### config.mk
export PLATFORM = sky130hd
export DESIGN_NAME = uart_rx
export DESIGN_NICKNAME = d
export VERILOG_FILES = /design/src/rtl/uart_rx.sv
export SDC_FILE = /design/constraint.sdc
export NUM_CORES = 1
export LEC_CHECK = 0
export ABC_AREA = 0
export CAP_MARGIN = 5
export CORE_MARGIN = 3
export CORE_UTILIZATION = 50
export CTS_CLUSTER_DIAMETER = 30
export DETAILED_ROUTE_END_ITERATION = 8
export PLACE_DENSITY = 0.8
export SLEW_MARGIN = 40
export SYNTH_ARGS = -nofsm -noshare
export SYNTH_HDL_FRONTEND = slang
export SYNTH_SLANG_ARGS = --single-unit
### constraint.sdc
create_clock -name clk -period 4.2 [get_ports clk]
set_clock_uncertainty 0.2 [all_clocks]
set_input_delay 0.84 -clock clk [delete_from_list [all_inputs] [get_ports clk]]
set_output_delay 0.84 -clock clk [all_outputs]
set_load 0.1 [all_outputs]
### src/rtl/uart_rx.sv
// uart_rx: 8N1 serial receiver with a valid/ready byte handshake and error strobes.
// Build option: define UART_RX_BREAK_DETECT_EN to report all-zero frames with a low stop bit as break_strobe.

module uart_rx #(
   parameter int BAUD_DIV = 16
) (
   input  logic       clk,
   input  logic       resetn,
   input  logic       rxd,
   output logic [7:0] rx_data,
   output logic       rx_valid,
   input  logic       rx_ready,
   output logic       frame_err,
   output logic       overrun,
   output logic       break_strobe
);

   // state     | meaning
   // IDLE      | line idle, waiting for a low level
   // START     | qualifying the start bit at its midpoint
   // DATA      | sampling 8 data bits, LSB first
   // STOP      | sampling the stop bit
   // WAIT_HIGH | bad stop bit, waiting for the line to return high
   localparam logic [2:0] S_IDLE      = 3'd0;
   localparam logic [2:0] S_START     = 3'd1;
   localparam logic [2:0] S_DATA      = 3'd2;
   localparam logic [2:0] S_STOP      = 3'd3;
   localparam logic [2:0] S_WAIT_HIGH = 3'd4;

   localparam int CW = $clog2(BAUD_DIV);
   localparam logic [CW-1:0] CNT_HALF = CW'(BAUD_DIV / 2 - 1);
   localparam logic [CW-1:0] CNT_LAST = CW'(BAUD_DIV - 1);

   logic [1:0]    rxd_sync;
   logic          rxd_s;
   logic [2:0]    state;
   logic [CW-1:0] cnt;
   logic [2:0]    idx;
   logic [7:0]    shift;
   logic          stop_tc;
   logic          deliver;
   logic          stop_bad;

   always_ff @(posedge clk or negedge resetn) begin
      if (!resetn) begin
         rxd_sync <= 2'b11;
      end else begin
         rxd_sync <= {rxd_sync[0], rxd};
      end
   end

   assign rxd_s    = rxd_sync[1];
   assign stop_tc  = (state == S_STOP) && (cnt == CNT_LAST);
   assign deliver  = stop_tc && rxd_s;
   assign stop_bad = stop_tc && !rxd_s;

   always_ff @(posedge clk or negedge resetn) begin
      if (!resetn) begin
         state <= S_IDLE;
         cnt   <= '0;
         idx   <= '0;
         shift <= '0;
      end else begin
         case (state)
            S_IDLE: begin
               cnt <= '0;
               if (!rxd_s) begin
                  state <= S_START;
               end
            end
            S_START: begin
               if (cnt == CNT_HALF) begin
                  cnt <= '0;
                  idx <= '0;
                  state <= rxd_s ? S_IDLE : S_DATA;
               end else begin
                  cnt <= cnt + CW'(1);
               end
            end
            S_DATA: begin
               if (cnt == CNT_LAST) begin
                  cnt        <= '0;
                  shift[idx] <= rxd_s;
                  if (idx == 3'd7) begin
                     state <= S_STOP;
                  end else begin
                     idx <= idx + 3'd1;
                  end
               end else begin
                  cnt <= cnt + CW'(1);
               end
            end
            S_STOP: begin
               if (cnt == CNT_LAST) begin
                  cnt   <= '0;
                  state <= rxd_s ? S_IDLE : S_WAIT_HIGH;
               end else begin
                  cnt <= cnt + CW'(1);
               end
            end
            S_WAIT_HIGH: begin
               cnt <= '0;
               if (rxd_s) begin
                  state <= S_IDLE;
               end
            end
            default: begin
               state <= S_IDLE;
               cnt   <= '0;
            end
         endcase
      end
   end

   // Output holding register; an unconsumed byte wins over a newly arrived one.
   always_ff @(posedge clk or negedge resetn) begin
      if (!resetn) begin
         rx_data  <= 8'h00;
         rx_valid <= 1'b0;
         overrun  <= 1'b0;
      end else begin
         overrun <= 1'b0;
         if (deliver) begin
            if (rx_valid && !rx_ready) begin
               overrun <= 1'b1;
            end else begin
               rx_data  <= shift;
               rx_valid <= 1'b1;
            end
         end else if (rx_valid && rx_ready) begin
            rx_valid <= 1'b0;
         end
      end
   end

   always_ff @(posedge clk or negedge resetn) begin
      if (!resetn) begin
         frame_err <= 1'b0;
`ifdef UART_RX_BREAK_DETECT_EN
         break_strobe <= 1'b0;
`endif
      end else begin
`ifdef UART_RX_BREAK_DETECT_EN
         frame_err    <= stop_bad && (shift != 8'h00);
         break_strobe <= stop_bad && (shift == 8'h00);
`else
         frame_err <= stop_bad;
`endif
      end
   end

`ifndef UART_RX_BREAK_DETECT_EN
   assign break_strobe = 1'b0;
`endif

endmodule

# Word-level counts from Yosys, hierarchy flattened

Cells that the tools add are included.

Register bits after elaboration: 31
Input port bits: 4

Add/subtract/negate cells: 2
Magnitude comparators: 2
Eq/ne operators: 15
Muxes and demuxes: 24
Bitwise operators: 1
Reduce and logical (&&, ||, !) cells: 17

Operators by type and width:

| kind                                                                  | number |
|---|---|
| 3-bit 2-to-1 mux                                                      | 10 |
| 3-bit case mux with 5 select lines                                    | 1 |
| 2-bit inequality test, second input constant                          | 7 |
| 8-bit bitwise mux                                                     | 1 |
| 4-bit 2-to-1 mux                                                      | 2 |
| 4-bit case mux with 2 select lines                                    | 1 |
| 3-bit by 2-bit == test with 1-bit output, second input constant       | 2 |
| 3-bit == test, second input constant                                  | 2 |
| 1-bit logical AND                                                     | 6 |
| 1-bit 2-to-1 mux                                                      | 6 |
| 3-bit case mux with 2 select lines                                    | 1 |
| 2-bit AND reduction                                                   | 3 |
| 6-bit AND reduction                                                   | 1 |
| 4-bit by 1-bit adder with 4-bit output, second input constant         | 1 |
| 4-bit by 3-bit == test with 1-bit output, second input constant       | 1 |
| 4-bit == test, second input constant                                  | 1 |
| 3-bit by 4-bit < comparator with 1-bit output, second input constant  | 1 |
| 4-bit AND reduction                                                   | 1 |
| 2-bit nonzero test                                                    | 2 |
| 3-bit by 1-bit adder with 3-bit output, second input constant         | 1 |
| 1-bit demux with 3-bit select                                         | 1 |
| 3-bit by 1-bit == test with 1-bit output, second input constant       | 1 |
| 3-bit by 1-bit >= comparator with 1-bit output, second input constant | 1 |
| 3-bit logical NOT                                                     | 1 |
| other kinds (5)                                                       | 6 |

# Depth between registers and ports, before layout

Gate-level depths: netlist of the first run.

Depth after elaboration: 5
Gate-level depth with buffers: 7
Depth with buffers taken out: 6

# Worst setup path before layout of the first run

No wires, ideal clock.

Kind: register to register
Start: reg rx_valid
End: reg rx_data[0]
Arrival: 1.683 ns
Slack: 2.189 ns
Stages on the path, launching flop included: 5
Path buffers: 1
Clock period less this slack: 2.011 ns
Cells stage by stage: dfrtp_1 nand2b_1 nor2b_1 buf_4 mux2_1

Cells in the longest elaborated chain, start to end: 3

RTL lines:

| what                          | RTL line | source |
|---|---|---|
| from (decl)                   | 11       | `output logic rx_valid,` |
| from (signal assigned)        | 119      | `rx_valid <= 1'b0;` |
| from (signal assigned)        | 128      | `rx_valid <= 1'b1;` |
| from (signal assigned)        | 131      | `rx_valid <= 1'b0;` |
| 1-bit logical AND             | 124      | `if (rx_valid && !rx_ready) begin` |
| 1-bit inverter (no line)      | -        |  |
| 2-bit AND reduction (no line) | -        |  |
| to (signal assigned)          | 127      | `rx_data <= shift;` |
| to (decl)                     | 10       | `output logic [7:0] rx_data,` |

Every way passes these cells.
A chain may end at the register's enable or synchronous reset.

# Worst setup path after layout of the first run

Start: reg cnt[0]
End: reg rx_data[6]

Cells in the longest elaborated chain, start to end: 4

RTL lines:

| what                          | RTL line | source |
|---|---|---|
| from (decl)                   | 37       | `logic [CW-1:0] cnt;` |
| from (signal assigned)        | 77       | `cnt <= cnt + CW'(1);` |
| from (signal assigned)        | 90       | `cnt <= cnt + CW'(1);` |
| from (signal assigned)        | 98       | `cnt <= cnt + CW'(1);` |
| 4-bit == test                 | 53       | `assign stop_tc = (state == S_STOP) && (cnt == CNT_LAST);` |
| 1-bit logical AND             | 53       |  |
| 1-bit logical AND             | 54       | `assign deliver = stop_tc && rxd_s;` |
| 2-bit AND reduction (no line) | -        |  |

Every way passes these cells.

==> run_summary.xml, run 1 <==
<?xml version="1.0" encoding="UTF-8"?>
<metrics>
  <group name="place">
    <metric name="placed_cells" unit="">157</metric>
    <metric name="place.gp.congestion" unit="">0.860</metric>
    <metric name="detailed_placer_s_ending_hpwl" unit="mm">1.69</metric>
    <metric name="port-buffer-count" unit="">14</metric>
  </group>
  <group name="critical_path">
    <metric name="worst_ep_required_time" unit="ns">4.22</metric>
    <metric name="worst_ep_arrival_time" unit="ns">2.42</metric>
    <metric name="setup.worst_path.end_class" unit="">flip-flop</metric>
    <metric name="crit_chain" unit="">ha_1 &gt; and3_1 &gt; nand4_1 &gt; nor2b_1 &gt; mux2_1</metric>
    <metric name="cpPeakStageDelay" unit="ns">0.55</metric>
    <metric name="r2r_start" unit="">cnt[0]</metric>
    <metric name="setup.worst_path.start_class" unit="">flip-flop</metric>
    <metric name="critical-path-slowest-cell" unit="">nor2b_1</metric>
    <metric name="critical_path_peak_fanout" unit="">8</metric>
    <metric name="criticalPathCategory" unit="">flip-flop to flip-flop</metric>
    <metric name="startpoint" unit="">cnt[0]</metric>
  </group>
  <group name="drt">
    <metric name="routed_wire_length_per_instance" unit="um">14.3</metric>
    <metric name="ant_nets" unit="">0</metric>
    <metric name="drt_iter0_markers" unit="">31</metric>
    <metric name="post-route-drc-count" unit="">0</metric>
    <metric name="vias" unit="">910</metric>
    <metric name="drt_pre_antenna_iters" unit="">4</metric>
    <metric name="drt_wl_total" unit="mm">2.35</metric>
    <metric name="detail_route.vias_per_cell" unit="">5.52</metric>
  </group>
  <group name="global_routing">
    <metric name="use_met1" unit="">0.199</metric>
    <metric name="pin_count_of_the_biggest_net_entering_global_routing" unit="">32</metric>
    <metric name="gr-total-overflow" unit="">0</metric>
    <metric name="grt_busiest_layer" unit="">met2</metric>
    <metric name="grt_pass1_wl" unit="mm">4.22</metric>
    <metric name="use_met3" unit="">0.0588</metric>
    <metric name="grt_pass1_vias" unit="">934</metric>
    <metric name="grt_util_met2" unit="">0.257</metric>
    <metric name="global_router_s_overall_resource_usage" unit="">0.168</metric>
    <metric name="antenna_found_initial" unit="">0</metric>
  </group>
  <group name="timing">
    <metric name="final_period_minus_worst_setup_slack" unit="ns">2.40</metric>
    <metric name="report.final.setup_viol" unit="">0</metric>
    <metric name="rsz0062_at_grt" unit="">no</metric>
    <metric name="report.final.slew_viol_count" unit="">0</metric>
    <metric name="aggregate_negative_setup_slack" unit="ns">0</metric>
    <metric name="hold_viol" unit="">0</metric>
    <metric name="timing_worst_slew_pin_value" unit="ns">0.653</metric>
    <metric name="maxClockFrequency" unit="MHz">417</metric>
    <metric name="final.period_utilization" unit="">0.570</metric>
    <metric name="hold-worst-slack" unit="ns">0.166</metric>
    <metric name="relSlewSlack" unit="">0.564</metric>
  </group>
  <group name="layout">
    <metric name="layout_common_cells" unit="">dfrtp_1, mux2_1, buf_2, nor2_1, nand2_1</metric>
    <metric name="area_growth" unit="%">9.97</metric>
    <metric name="antenna-diode-count" unit="">0</metric>
    <metric name="nNetsFinal" unit="">141</metric>
    <metric name="final_layout_size_suffix_gt1_frac" unit="">0.185</metric>
    <metric name="layout.cells.non_filler" unit="">165</metric>
    <metric name="final_core_utilization" unit="">0.602</metric>
    <metric name="n_fill_cell" unit="">220</metric>
    <metric name="final_common_cell" unit="">dfrtp_1</metric>
  </group>
  <group name="logic_synthesis">
    <metric name="count_of_warnings_emitted_by_yosys" unit="">0</metric>
    <metric name="synthDistinctLibCells" unit="">34</metric>
    <metric name="synth.ff_latch_count" unit="">31</metric>
    <metric name="postSynthAreaPerCell" unit="um2">11.7</metric>
    <metric name="syn-num-nets" unit="">128</metric>
    <metric name="syn-cell-area" unit="mm2">0.00142</metric>
    <metric name="number_of_synthesized_flops_with_an_enable_pin" unit="">0</metric>
    <metric name="ys_seq_area_frac" unit="">0.549</metric>
    <metric name="synth_top_flop_cell" unit="">dfrtp_1</metric>
    <metric name="synthCells" unit="">121</metric>
    <metric name="synth_async_sr_flop_share" unit="">1.00</metric>
  </group>
  <group name="die">
    <metric name="dieWidth" unit="um">59.2</metric>
    <metric name="coreArea" unit="mm2">0.00259</metric>
    <metric name="design.portCount" unit="">16</metric>
    <metric name="dieArea" unit="mm2">0.00351</metric>
    <metric name="die_ht" unit="um">59.2</metric>
    <metric name="core.rowCount" unit="">18</metric>
    <metric name="initial_utilization" unit="">0.547</metric>
  </group>
  <group name="power_and_ir_drop">
    <metric name="power.ir.vdd_worst" unit="uV">351</metric>
    <metric name="power_leakage" unit="nW">0.776</metric>
    <metric name="power_density_over_the_cells" unit="mW/mm2">497</metric>
  </group>
  <group name="clocking">
    <metric name="cts_sinks" unit="">31</metric>
    <metric name="clk_pin_slew" unit="ns">0.09</metric>
    <metric name="postCtsResizedCells" unit="">0</metric>
    <metric name="clk_latency" unit="ns">0.34</metric>
    <metric name="cts.htree.levels" unit="">2</metric>
    <metric name="cts-buffers-inserted" unit="">5</metric>
    <metric name="cts_buffer_depth" unit="">2</metric>
    <metric name="post_cts_buffers" unit="">0</metric>
    <metric name="number_of_hold_buffers_added_after_cts" unit="">0</metric>
    <metric name="tritoncts" unit="">built</metric>
    <metric name="ctsRootBufferMaster" unit="">clkbuf_4</metric>
  </group>
  <group name="run_status">
    <metric name="status" unit="">finished clean</metric>
  </group>
  <group name="min_path">
    <metric name="hold_path_startpoint" unit="">rxd_sync[0]</metric>
    <metric name="min-delay-path-class" unit="">flip-flop to flip-flop</metric>
  </group>
  <group name="job">
    <metric name="maxCapViolCount" unit="">0</metric>
  </group>
</metrics>
==> area by class of cell <==
cell class	instances	area, um2	area share
inverter	4	15.0	0.00963
clock buffer	8	68.8	0.0441
sequential	31	778	0.499
timing repair buffer	15	92.6	0.0594
tap	30	37.5	0.0241
multi-input combinational	77	567	0.364
==> final timing paths <==
check	to	slack, ns	depth (start not counted)
worst max register to register	rx_data[6]	1.80	5
min in group asynchronous	shift[3]	0.68	2
worst min-delay path	rxd_sync[1]	0.17	0
worst max-delay path	rx_data[6]	1.80	5
max in group asynchronous	rxd_sync[1]	2.79	2
worst min register to register	rxd_sync[1]	0.17	0
==> kinds of logic after synthesis <==
kind of cell	count (synthesis)	share of synthesized area
other	1	0.00265
muxes	19	0.148
adders and majority gates	3	0.0265
xor gates and xnor gates	3	0.0185
DFF	31	0.549
buffers and inverters	13	0.0512
and+or+nand+nor	42	0.154
AOI/OAI and AO/OA	9	0.0503
==> report_power, final <==
group	internal (mW)	switching, mW	total, mW	leakage (nW)
sequential	0.338	0.0656	0.403	0.412
combinational	0.0765	0.0965	0.173	0.326
clock	0.0984	0.101	0.199	0.0386
==> routing by layer <==
metal  wire length (um)  vias up
met1               1030      444
met3                115        4
li1                   -      445
met5                  0        -
met2               1140       17
met4                 61        0
==> stage by stage <==
| stage | total power [mW] | setup WS, ns | instance area (um2) |
|---|---|---|---|
| 3_3_place_gp | 0.568 | 1.52 | 1550 |
| 5_1_grt | 0.827 | 1.59 | 1560 |
| 2_1_floorplan | 0.554 | 2.19 | 1420 |
| 4_1_cts | 0.783 | 1.79 | 1560 |
| 6_report | 0.775 | 1.80 | 1560 |
| 3_5_place_dp | 0.582 | 1.47 | 1490 |
==> synth_stat cells, drive strengths merged (2+ instances only) <==
master	instances	area [um2]
dfrtp	29	726
mux2	16	180
nor2	11	43.8
buf	8	53.8
nand2	8	30.0
nand3	6	30.0
inv	4	15.0
nand4	4	25.0
ha	3	37.5
mux2i	3	30.0
nor3	3	15.0
a21oi	2	10.0
dfstp	2	52.6
nand2b	2	12.5
nor2b	2	12.5
nor4	2	12.5
o21ai	2	10.0
o41ai	2	25.0
xor2	2	17.5
==> critical path, delay by kind of cell, from the launching register on <==
family | cells | cell delay (ns)
muxes | 1 | 0.39
adders and majority gates | 1 | 0.30
DFF | 1 | 0.39
and+or+nand+nor | 3 | 1.01
==> registers in the layout, indices dropped and copies added (netlist names) <==
| name | cells |
|---|---|
| frame_err | 1 |
| rxd_sync | 2 |
| rx_valid | 1 |
| shift | 8 |
| state | 3 |
| cnt | 4 |
| rx_data | 8 |
| overrun | 1 |
| idx | 3 |
Power figures use the tool's default switching activity.
==> run 2: changes to the inputs <==
Clock period 4.2 ns to 2.35 ns, I/O delays scaled along.
==> run_summary.xml, run 2 (same netlist as run 1, synthesis figures left out) <==
<?xml version="1.0" encoding="UTF-8"?>
<metrics>
  <group name="drt">
    <metric name="drt_pre_antenna_iters" unit="">4</metric>
    <metric name="drt_wl_total" unit="mm">2.24</metric>
    <metric name="ant_nets" unit="">0</metric>
    <metric name="highest_layer" unit="">met4</metric>
    <metric name="detail_route.vias_per_cell" unit="">5.61</metric>
    <metric name="post-route-drc-count" unit="">0</metric>
    <metric name="detail_route_met3_wl" unit="um">98</metric>
    <metric name="drt_iter0_markers" unit="">41</metric>
    <metric name="vias" unit="">925</metric>
    <metric name="met2_length" unit="mm">1.05</metric>
    <metric name="routed_wire_length_per_instance" unit="um">13.6</metric>
    <metric name="wl_met1" unit="mm">1.03</metric>
  </group>
  <group name="clocking">
    <metric name="tritoncts" unit="">built</metric>
    <metric name="cts.htree.levels" unit="">2</metric>
    <metric name="post_cts_buffers" unit="">0</metric>
    <metric name="clk_pin_slew" unit="ns">0.08</metric>
    <metric name="number_of_hold_buffers_added_after_cts" unit="">0</metric>
    <metric name="cts_buffer_depth" unit="">2</metric>
    <metric name="cts_sinks" unit="">31</metric>
    <metric name="ctsRootBufferMaster" unit="">clkbuf_4</metric>
    <metric name="postCtsResizedCells" unit="">0</metric>
    <metric name="clk_latency" unit="ns">0.33</metric>
    <metric name="cts-buffers-inserted" unit="">5</metric>
  </group>
  <group name="timing">
    <metric name="final_period_minus_worst_setup_slack" unit="ns">2.05</metric>
    <metric name="report.final.setup_viol" unit="">0</metric>
    <metric name="aggregate_negative_setup_slack" unit="ns">0</metric>
    <metric name="rsz0062_at_grt" unit="">no</metric>
    <metric name="final.period_utilization" unit="">0.873</metric>
    <metric name="hold-worst-slack" unit="ns">0.159</metric>
    <metric name="maxClockFrequency" unit="MHz">488</metric>
    <metric name="report.final.slew_viol_count" unit="">0</metric>
    <metric name="hold_viol" unit="">0</metric>
  </group>
  <group name="layout">
    <metric name="area_growth" unit="%">11.6</metric>
    <metric name="biggestRegsByFlops" unit="">rx_data: 8 flops, shift: 8 flops, cnt: 4 flops</metric>
    <metric name="n_fill_cell" unit="">202</metric>
    <metric name="final_core_utilization" unit="">0.611</metric>
    <metric name="layout.cells.non_filler" unit="">165</metric>
    <metric name="antenna-diode-count" unit="">0</metric>
    <metric name="layout_common_cells" unit="">dfrtp_1, mux2_1, buf_4, nor2_1, nand2_1</metric>
    <metric name="nNetsFinal" unit="">142</metric>
    <metric name="final_common_cell" unit="">dfrtp_1</metric>
    <metric name="final_layout_size_suffix_gt1_frac" unit="">0.193</metric>
  </group>
  <group name="min_path">
    <metric name="min-delay-path-class" unit="">flip-flop to flip-flop</metric>
    <metric name="holdPathStages" unit="">0</metric>
    <metric name="end_point_of_the_worst_hold_path" unit="">rxd_sync[1]</metric>
    <metric name="hold_path_startpoint" unit="">rxd_sync[0]</metric>
  </group>
  <group name="run_status">
    <metric name="status" unit="">finished clean</metric>
  </group>
  <group name="place">
    <metric name="port-buffer-count" unit="">14</metric>
    <metric name="place.gp.congestion" unit="">0.885</metric>
    <metric name="detailed_placer_s_ending_hpwl" unit="mm">1.62</metric>
    <metric name="placed_cells" unit="">158</metric>
  </group>
  <group name="global_routing">
    <metric name="antenna_found_initial" unit="">0</metric>
    <metric name="gr-total-overflow" unit="">0</metric>
    <metric name="grt_pass1_vias" unit="">904</metric>
    <metric name="pin_count_of_the_biggest_net_entering_global_routing" unit="">32</metric>
    <metric name="grt_pass1_wl" unit="mm">3.93</metric>
    <metric name="global_router_s_overall_resource_usage" unit="">0.154</metric>
  </group>
  <group name="critical_path">
    <metric name="count_of_cells_along_the_worst_register_to_register_path" unit="">6</metric>
    <metric name="worst_ep_arrival_time" unit="ns">2.06</metric>
    <metric name="cp_top_family" unit="">simple AND/OR/NAND/NOR gates</metric>
    <metric name="critical_path_peak_fanout" unit="">8</metric>
    <metric name="critical-path-slowest-cell" unit="">dfrtp_1</metric>
    <metric name="setup.worst_path.start_class" unit="">flip-flop</metric>
    <metric name="r2r_slack" unit="ns">0.30</metric>
    <metric name="crit_chain" unit="">ha_1 &gt; and3_1 &gt; nand4_1 &gt; nor2b_1 &gt; buf_4 &gt; mux2_1</metric>
    <metric name="cp.buffers_inverters" unit="">1</metric>
    <metric name="crit-reg2reg-capture" unit="">rx_data[4]</metric>
    <metric name="worst_ep_required_time" unit="ns">2.36</metric>
    <metric name="cpPeakStageDelay" unit="ns">0.38</metric>
    <metric name="r2r_start" unit="">cnt[0]</metric>
    <metric name="setup.worst_path.end_class" unit="">flip-flop</metric>
    <metric name="criticalPathCategory" unit="">flip-flop to flip-flop</metric>
  </group>
  <group name="die">
    <metric name="coreArea" unit="mm2">0.00259</metric>
    <metric name="design.portCount" unit="">16</metric>
    <metric name="dieArea" unit="mm2">0.00351</metric>
    <metric name="initial_utilization" unit="">0.547</metric>
    <metric name="dieWidth" unit="um">59.2</metric>
    <metric name="core.rowCount" unit="">18</metric>
    <metric name="die_ht" unit="um">59.2</metric>
  </group>
  <group name="power_and_ir_drop">
    <metric name="power.ir.vdd_worst" unit="uV">682</metric>
    <metric name="power_leakage" unit="nW">0.776</metric>
    <metric name="power_density_over_the_cells" unit="mW/mm2">839</metric>
  </group>
  <group name="job">
    <metric name="maxCapViolCount" unit="">0</metric>
  </group>
</metrics>
-- run 2: per-layer routing --
layer	global-route usage	vias to the layer above
met5	0	-
met4	0.107	0
met3	0.0392	7
met2	0.232	16
met1	0.193	458
li1	-	444
-- run 2: how the worst max path moves through the flow --
stage               slack [ns]      from  cells after the start          to
floorplan                 0.34  rx_valid                      4  rx_data[0]
CTS                       0.29    cnt[0]                      6  rx_data[4]
global route              0.17    cnt[0]                      6  rx_data[4]
finish                    0.30    cnt[0]                      6  rx_data[4]
global placement          0.32  rx_ready                      5  rx_data[6]
detailed placement        0.29  rx_ready                      5  rx_data[4]
-- run 2: area by class of cell --
type,count,area (um2),share of cell area
clock buffer,6,51.3,0.0324
clock inverter,1,5.00,0.00316
inverter,4,15.0,0.00949
multi-input combinational,77,567,0.358
sequential,31,778,0.492
tap,30,37.5,0.0237
timing repair buffer,16,128,0.0807
-- run 2: per-stage QoR --
stage	power (mW)	worst slack (ns)	cell area (um2)
2_1_floorplan	0.991	0.339	1420
3_3_place_gp	1.02	0.317	1530
3_5_place_dp	1.03	0.293	1530
4_1_cts	1.34	0.289	1580
5_1_grt	1.42	0.174	1580
6_report	1.33	0.299	1580
-- run 2: power breakdown --
| part | internal (mW) | switching (mW) |
|---|---|---|
| Clock | 0.138 | 0.168 |
| Combinational | 0.138 | 0.165 |
| Sequential | 0.604 | 0.115 |
| Total | 0.880 | 0.448 |
-- run 2: worst register-to-register path: stages (launching register included) --
cell and delay (ns):
dfrtp_1 0.38, ha_1 0.28, and3_1 0.31, nand4_1 0.12, nor2b_1 0.13, buf_4 0.18
mux2_1 0.34
